===== config.mk =====
export PLATFORM = sky130hd
export DESIGN_NAME = decode_stage
export DESIGN_NICKNAME = d
export VERILOG_FILES = /design/src/rtl/decode_stage_pkg.sv /design/src/rtl/decode_stage_reg_file.sv /design/src/rtl/decode_stage.sv
export SDC_FILE = /design/constraint.sdc
export NUM_CORES = 2
export LEC_CHECK = 0
export CAP_MARGIN = 20
export CORE_MARGIN = 2
export CORE_UTILIZATION = 55
export DETAILED_ROUTE_END_ITERATION = 12
export GPL_ROUTABILITY_DRIVEN = 0
export PLACE_DENSITY = 0.76
export SYNTH_ARGS = -nofsm -noshare
export SYNTH_HDL_FRONTEND = slang
export SYNTH_SLANG_ARGS = --single-unit

===== constraint.sdc =====
create_clock -name clk -period 35.5 [get_ports clk]
set_input_delay 7.1 -clock clk [delete_from_list [all_inputs] [get_ports clk]]
set_output_delay 7.1 -clock clk [all_outputs]
set_load 0.02 [all_outputs]

===== src/rtl/decode_stage_pkg.sv =====
// Shared constants and types for the MIPS-style instruction decode stage.
package decode_stage_pkg;

  localparam int XLEN    = 32;
  localparam int NREG    = 32;
  localparam int RADDR_W = 5;

  localparam logic [5:0] OP_RTYPE = 6'h00;
  localparam logic [5:0] OP_LW    = 6'h23;
  localparam logic [5:0] OP_SW    = 6'h2B;
  localparam logic [5:0] OP_BEQ   = 6'h04;

  localparam logic [1:0] ALUOP_ADD   = 2'b00;
  localparam logic [1:0] ALUOP_SUB   = 2'b01;
  localparam logic [1:0] ALUOP_FUNCT = 2'b10;

  localparam int WB_W = 2;
  localparam int M_W  = 3;
  localparam int EX_W = 4;

  typedef struct packed {
    logic       reg_dst;
    logic       alu_src;
    logic       mem_to_reg;
    logic       reg_write;
    logic       mem_read;
    logic       mem_write;
    logic       branch;
    logic [1:0] alu_op;
  } ctrl_t;

  localparam ctrl_t CTRL_NONE = '0;

  function automatic logic [XLEN-1:0] sign_ext16(input logic [15:0] v);
    return {{(XLEN-16){v[15]}}, v};
  endfunction

endpackage


===== src/rtl/decode_stage_reg_file.sv =====
// 32 x 32 register file: two combinational read ports, one write port, $0 hardwired to zero.
module reg_file
  import decode_stage_pkg::*;
(
  input  logic               clk,
  input  logic               rst,
  input  logic [RADDR_W-1:0] raddr1,
  input  logic [RADDR_W-1:0] raddr2,
  output logic [XLEN-1:0]    rdata1,
  output logic [XLEN-1:0]    rdata2,
  input  logic               we,
  input  logic [RADDR_W-1:0] waddr,
  input  logic [XLEN-1:0]    wdata
);

  logic [NREG-1:0][XLEN-1:0] regs_q;
  logic                      arm_reg;
  logic                      wr_en;
  logic                      byp1;
  logic                      byp2;

  // Writes stay blocked until one edge after reset release, so a write
  // landing on the deassertion edge cannot leak into the array.
  always_ff @(posedge clk or posedge rst) begin
    if (rst) arm_reg <= 1'b0;
    else     arm_reg <= 1'b1;
  end

  assign wr_en = we && (waddr != '0) && arm_reg;

  genvar gi;
  generate
    for (gi = 0; gi < NREG; gi++) begin : g_reg
      if (gi == 0) begin : g_zero
        assign regs_q[gi] = '0;
      end else begin : g_word
        logic [XLEN-1:0] word_reg;
        always_ff @(posedge clk or posedge rst) begin
          if (rst)
            word_reg <= '0;
          else if (wr_en && (waddr == RADDR_W'(gi)))
            word_reg <= wdata;
        end
        assign regs_q[gi] = word_reg;
      end
    end
  endgenerate

  // Write-through: a read of the register being written sees the new data.
  assign byp1 = wr_en && (raddr1 == waddr);
  assign byp2 = wr_en && (raddr2 == waddr);

  assign rdata1 = byp1 ? wdata : regs_q[raddr1];
  assign rdata2 = byp2 ? wdata : regs_q[raddr2];

endmodule


===== src/rtl/decode_stage.sv =====
// Instruction decode stage: control decode, register read, sign extension and ID/EX pipeline register.
module decode_stage
  import decode_stage_pkg::*;
(
  input  logic               clk,
  input  logic               rst,
  input  logic [XLEN-1:0]    if_id_instr,
  input  logic [XLEN-1:0]    if_id_npc,
  input  logic               mem_wb_reg_write,
  input  logic [RADDR_W-1:0] mem_wb_write_reg,
  input  logic [XLEN-1:0]    mem_wb_write_data,
  output logic [WB_W-1:0]    id_ex_wb,
  output logic [M_W-1:0]     id_ex_m,
  output logic [EX_W-1:0]    id_ex_ex,
  output logic [XLEN-1:0]    id_ex_npc,
  output logic [XLEN-1:0]    id_ex_rd1,
  output logic [XLEN-1:0]    id_ex_rd2,
  output logic [XLEN-1:0]    id_ex_imm,
  output logic [RADDR_W-1:0] id_ex_rt,
  output logic [RADDR_W-1:0] id_ex_rd
);

  logic [5:0]         opcode;
  logic [RADDR_W-1:0] rs_idx;
  logic [RADDR_W-1:0] rt_idx;
  logic [RADDR_W-1:0] rd_idx;
  logic [XLEN-1:0]    rd1_data;
  logic [XLEN-1:0]    rd2_data;
  ctrl_t              ctrl_next;

  logic [WB_W-1:0]    wb_next,  wb_reg;
  logic [M_W-1:0]     m_next,   m_reg;
  logic [EX_W-1:0]    ex_next,  ex_reg;
  logic [XLEN-1:0]    imm_next, imm_reg;
  logic [XLEN-1:0]    npc_reg;
  logic [XLEN-1:0]    rd1_reg;
  logic [XLEN-1:0]    rd2_reg;
  logic [RADDR_W-1:0] rt_reg;
  logic [RADDR_W-1:0] rd_reg;

  assign opcode = if_id_instr[31:26];
  assign rs_idx = if_id_instr[25:21];
  assign rt_idx = if_id_instr[20:16];
  assign rd_idx = if_id_instr[15:11];

  reg_file u_reg_file (
    .clk    (clk),
    .rst    (rst),
    .raddr1 (rs_idx),
    .raddr2 (rt_idx),
    .rdata1 (rd1_data),
    .rdata2 (rd2_data),
    .we     (mem_wb_reg_write),
    .waddr  (mem_wb_write_reg),
    .wdata  (mem_wb_write_data)
  );

  // Unknown opcodes fall through to all-zero control so they have no effect.
  always_comb begin
    ctrl_next = CTRL_NONE;
    case (opcode)
      OP_RTYPE: begin
        ctrl_next.reg_dst   = 1'b1;
        ctrl_next.reg_write = 1'b1;
        ctrl_next.alu_op    = ALUOP_FUNCT;
      end
      OP_LW: begin
        ctrl_next.alu_src    = 1'b1;
        ctrl_next.mem_to_reg = 1'b1;
        ctrl_next.reg_write  = 1'b1;
        ctrl_next.mem_read   = 1'b1;
        ctrl_next.alu_op     = ALUOP_ADD;
      end
      OP_SW: begin
        ctrl_next.alu_src   = 1'b1;
        ctrl_next.mem_write = 1'b1;
        ctrl_next.alu_op    = ALUOP_ADD;
      end
      OP_BEQ: begin
        ctrl_next.branch = 1'b1;
        ctrl_next.alu_op = ALUOP_SUB;
      end
      default: ctrl_next = CTRL_NONE;
    endcase
  end

  assign wb_next  = {ctrl_next.reg_write, ctrl_next.mem_to_reg};
  assign m_next   = {ctrl_next.branch, ctrl_next.mem_read, ctrl_next.mem_write};
  assign ex_next  = {ctrl_next.reg_dst, ctrl_next.alu_op, ctrl_next.alu_src};
  assign imm_next = sign_ext16(if_id_instr[15:0]);

  always_ff @(posedge clk or posedge rst) begin
    if (rst) begin
      wb_reg  <= '0;
      m_reg   <= '0;
      ex_reg  <= '0;
      npc_reg <= '0;
      rd1_reg <= '0;
      rd2_reg <= '0;
      imm_reg <= '0;
      rt_reg  <= '0;
      rd_reg  <= '0;
    end else begin
      wb_reg  <= wb_next;
      m_reg   <= m_next;
      ex_reg  <= ex_next;
      npc_reg <= if_id_npc;
      rd1_reg <= rd1_data;
      rd2_reg <= rd2_data;
      imm_reg <= imm_next;
      rt_reg  <= rt_idx;
      rd_reg  <= rd_idx;
    end
  end

  assign id_ex_wb  = wb_reg;
  assign id_ex_m   = m_reg;
  assign id_ex_ex  = ex_reg;
  assign id_ex_npc = npc_reg;
  assign id_ex_rd1 = rd1_reg;
  assign id_ex_rd2 = rd2_reg;
  assign id_ex_imm = imm_reg;
  assign id_ex_rt  = rt_reg;
  assign id_ex_rd  = rd_reg;

endmodule


==> metrics <==
total of max-cap violations 0; Die ar. roughly 0.11 mm²; core box area between 0.1 and 0.15 mm²; Horiz. Die Dim between 300 and 400 µm; drt pass-1 iters 6; Mapped Avg Cell Area 14.2 µm²; DR iter-0 viols 4646; grt total ovfl 0; post-route antenna net violation count 0; total track usage 33.0%; total number of vias 37800; clk buf depth 3; period utilization 32.8%; Post-Syn Nets 4071; post-synthesis cell type count 46; Rows 117; initial antenna violation count 6; CP max FO 57; largest net degree at the start of global routing about 170; Hold Path Stages 1; Final setup viols 0; Final Hold Viols 0; power per standard cell area about 52 mW/mm²; Area growth, synth to finish 12.8%; die height roughly 320 µm; IO Port Bufs 250; clock transition at the registers of the reported paths roughly 0.06 ns; cell area after placement roughly 0.060 mm²; path depth of the worst reg2reg path 6; Yosys warnings 0; Worst Path Required about 36 ns; CP Cell Sequence buf_8 > buf_4 > buf_4 > buf_4 > buf_4 > mux4_2 > mux4_2 > o211ai_1 > o21ai_1; post-synthesis register bit count between 1000 and 1500; final instance area 0.0635 mm²; R2R Path End u_reg_file.g_reg[15].g_word.word_reg[21]; Syn Inst Count between 3000 and 4000; CP peak stage delay ~0.8 ns; RSZ-0062 raised after global routing no; hold endpoint u_reg_file.g_reg[28].g_word.word_reg[1]; final cell count without fillers 5478; Placed Cells about 5300; WL/cell ~31 µm; drt via density 6.90; Setup CP Type input pin to flip-flop; most frequent CP cell buf_4; Routed Wire Length roughly 170 mm; # DRC 0; post-CTS setup buffer count 0; clock sink count between 1000 and 1500; CP arrival about 12 ns; Final Power between 3 and 4 mW; Post-CTS Hold Fix Bufs 0; Max H-tree Level 3; synthesized cell area 0.0563 mm²; sequential share of the synthesized area 49.6%; outcome finished clean; hpwl dp 96.5 mm; Slew @ Worst Pin between 1 and 1.5 ns; Largest register FFs ~1000; first-pass GRT wire length ~250 mm; CTS tree yes; critical path startpoint category input pin; CTS buffer count 115; clk root buf clkbuf_16; Max Clk Rate between 80 and 90 MHz; Max stage delay cell, worst path buf_4; Worst slew margin approximately 23%; Peak VDD IR approximately 0.041 mV; reg2reg start u_reg_file.arm_reg; Resize count post-CTS 0; I/O pin count between 200 and 300; crit end category flip-flop; total negative slack 0 ns; Hold Path Class flip-flop to flip-flop; hold path startpoint u_reg_file.g_reg[28].g_word.word_reg[1]; Worst Skew around 0.026 ns; post-layout min period about 12 ns; Starting Density between 50% and 60%; fin. max-slew vios 0; vias in the first global route 38700; reg2reg setup slack ~32 ns; clk_lat worst skew slightly above 0.7 ns; LEAKAGE between 20 and 30 nW; share of cells above drive strength 1 between 40% and 50%; Nets about 4000
critical path, delay by kind of cell:
kind | cells | cell delay (ns)
buffers and inverters | 5 | 3.60
AO/OA/AOI/OAI | 2 | 0.27
multiplexers | 2 | 1.06
through the flow:
stage / hold slack, ns / setup slack [ns] / utilization [%]
2_1_floorplan: 0.461 / 12.99 / -
3_3_place_gp: 0.474 / 23.01 / 58.5
3_5_place_dp: 0.488 / 23.02 / 58.6
4_1_cts: 0.502 / 23.77 / 62.4
5_1_grt: 0.517 / 23.39 / 62.5
6_report: 0.501 / 23.85 / 62.5
logic make-up after synthesis:
logic type	after synthesis	synth area share [%]
flops	1117	49.6
buf+inv	447	3.70
mux	1400	37.2
other cells	1	0.00666
compound gates	527	5.87
simple gates	465	3.46
xor+xnor	10	0.155
per-layer routing:
metal,vias to the layer above,routed length [µm],global-route usage (%)
met2,2264,78100,50.0
met5,-,37,0
li1,15100,-,-
met3,462,17900,7.91
met1,20000,65700,46.2
met4,6,7670,13.6
layout by cell type (no fill, tap or decap), drive strengths merged, types with 29 or more instances in the layout:
cell type,count
o22ai,75
dfrtp,1117
clkinv,29
clkdlybuf4s50,241
o21ai,258
mux2i,59
nor2,85
o211ai,32
buf,99
clkbuf,167
nand2,270
nor3,58
inv,38
a22o,32
a211oi,40
a221oi,31
mux4,468
mux2,873
power breakdown:
| part | internal, mW | leakage, nW | switching [mW] |
|---|---|---|---|
| Combinational | 0.302 | 11.1 | 0.235 |
| Clock | 0.719 | 1.92 | 0.520 |
| Sequential | 1.43 | 14.7 | 0.121 |
| Total | 2.45 | 27.8 | 0.875 |
final cells by class:
type	count	area (µm²)
diodes	3	7.51
clock buffers	167	3400
fillers	7479	38200
well taps	1368	1710
flip-flops and latches	1117	28000
repair buffers	340	3300
clock inverters	45	477
multi-input cells	2403	26600
inverters	35	135
worst max-delay path by stage:
| stage | start | to | slack, ns | depth (start not counted) |
|---|---|---|---|---|
| after floorplan | rst | id_ex_ex[0] | 12.99 | 1 |
| after global routing | if_id_instr[16] | id_ex_rd2[10] | 23.39 | 9 |
| after CTS | if_id_instr[16] | id_ex_rd2[7] | 23.77 | 9 |
| after detailed placement | if_id_instr[16] | id_ex_rd2[7] | 23.02 | 9 |
| final | if_id_instr[16] | id_ex_rd2[7] | 23.85 | 9 |
| after global placement | if_id_instr[16] | id_ex_rd2[7] | 23.01 | 9 |
cells in the mapped netlist, drive strengths merged:
| cell type | n | share of area, % |
|---|---|---|
| or3 | 2 | 0.022 |
| o211a | 11 | 0.20 |
| nand3 | 21 | 0.19 |
| a31oi | 23 | 0.26 |
| nor3b | 1 | 0.013 |
| a22o | 32 | 0.50 |
| and2 | 1 | 0.011 |
| nand2b | 6 | 0.067 |
| clkbuf | 197 | 1.3 |
| nand2 | 270 | 1.8 |
| a21o | 1 | 0.013 |
| mux2i | 59 | 1.0 |
| or3b | 1 | 0.016 |
| nor4 | 2 | 0.049 |
| o21ai | 258 | 2.3 |
| conb | 1 | 0.0067 |
| o31ai | 11 | 0.15 |
| o22ai | 75 | 0.83 |
| inv | 35 | 0.23 |
| and3 | 1 | 0.011 |
| o2111ai | 11 | 0.17 |
| xnor2 | 6 | 0.093 |
| o211ai | 32 | 0.43 |
| a211o | 1 | 0.016 |
| dfrtp | 1117 | 50 |
| mux2 | 873 | 17 |
| a211oi | 40 | 0.53 |
| or4 | 3 | 0.040 |
| xor2 | 4 | 0.062 |
| buf | 215 | 2.2 |
| or2 | 3 | 0.033 |
| nand4 | 1 | 0.011 |
| nor2b | 8 | 0.089 |
| nand3b | 2 | 0.027 |
| nor2 | 85 | 0.57 |
| mux4 | 468 | 19 |
| nor3 | 58 | 0.52 |
| a221oi | 31 | 0.48 |
| a21oi | 1 | 0.0089 |
No activity file was read; power rests on OpenSTA's default activity.
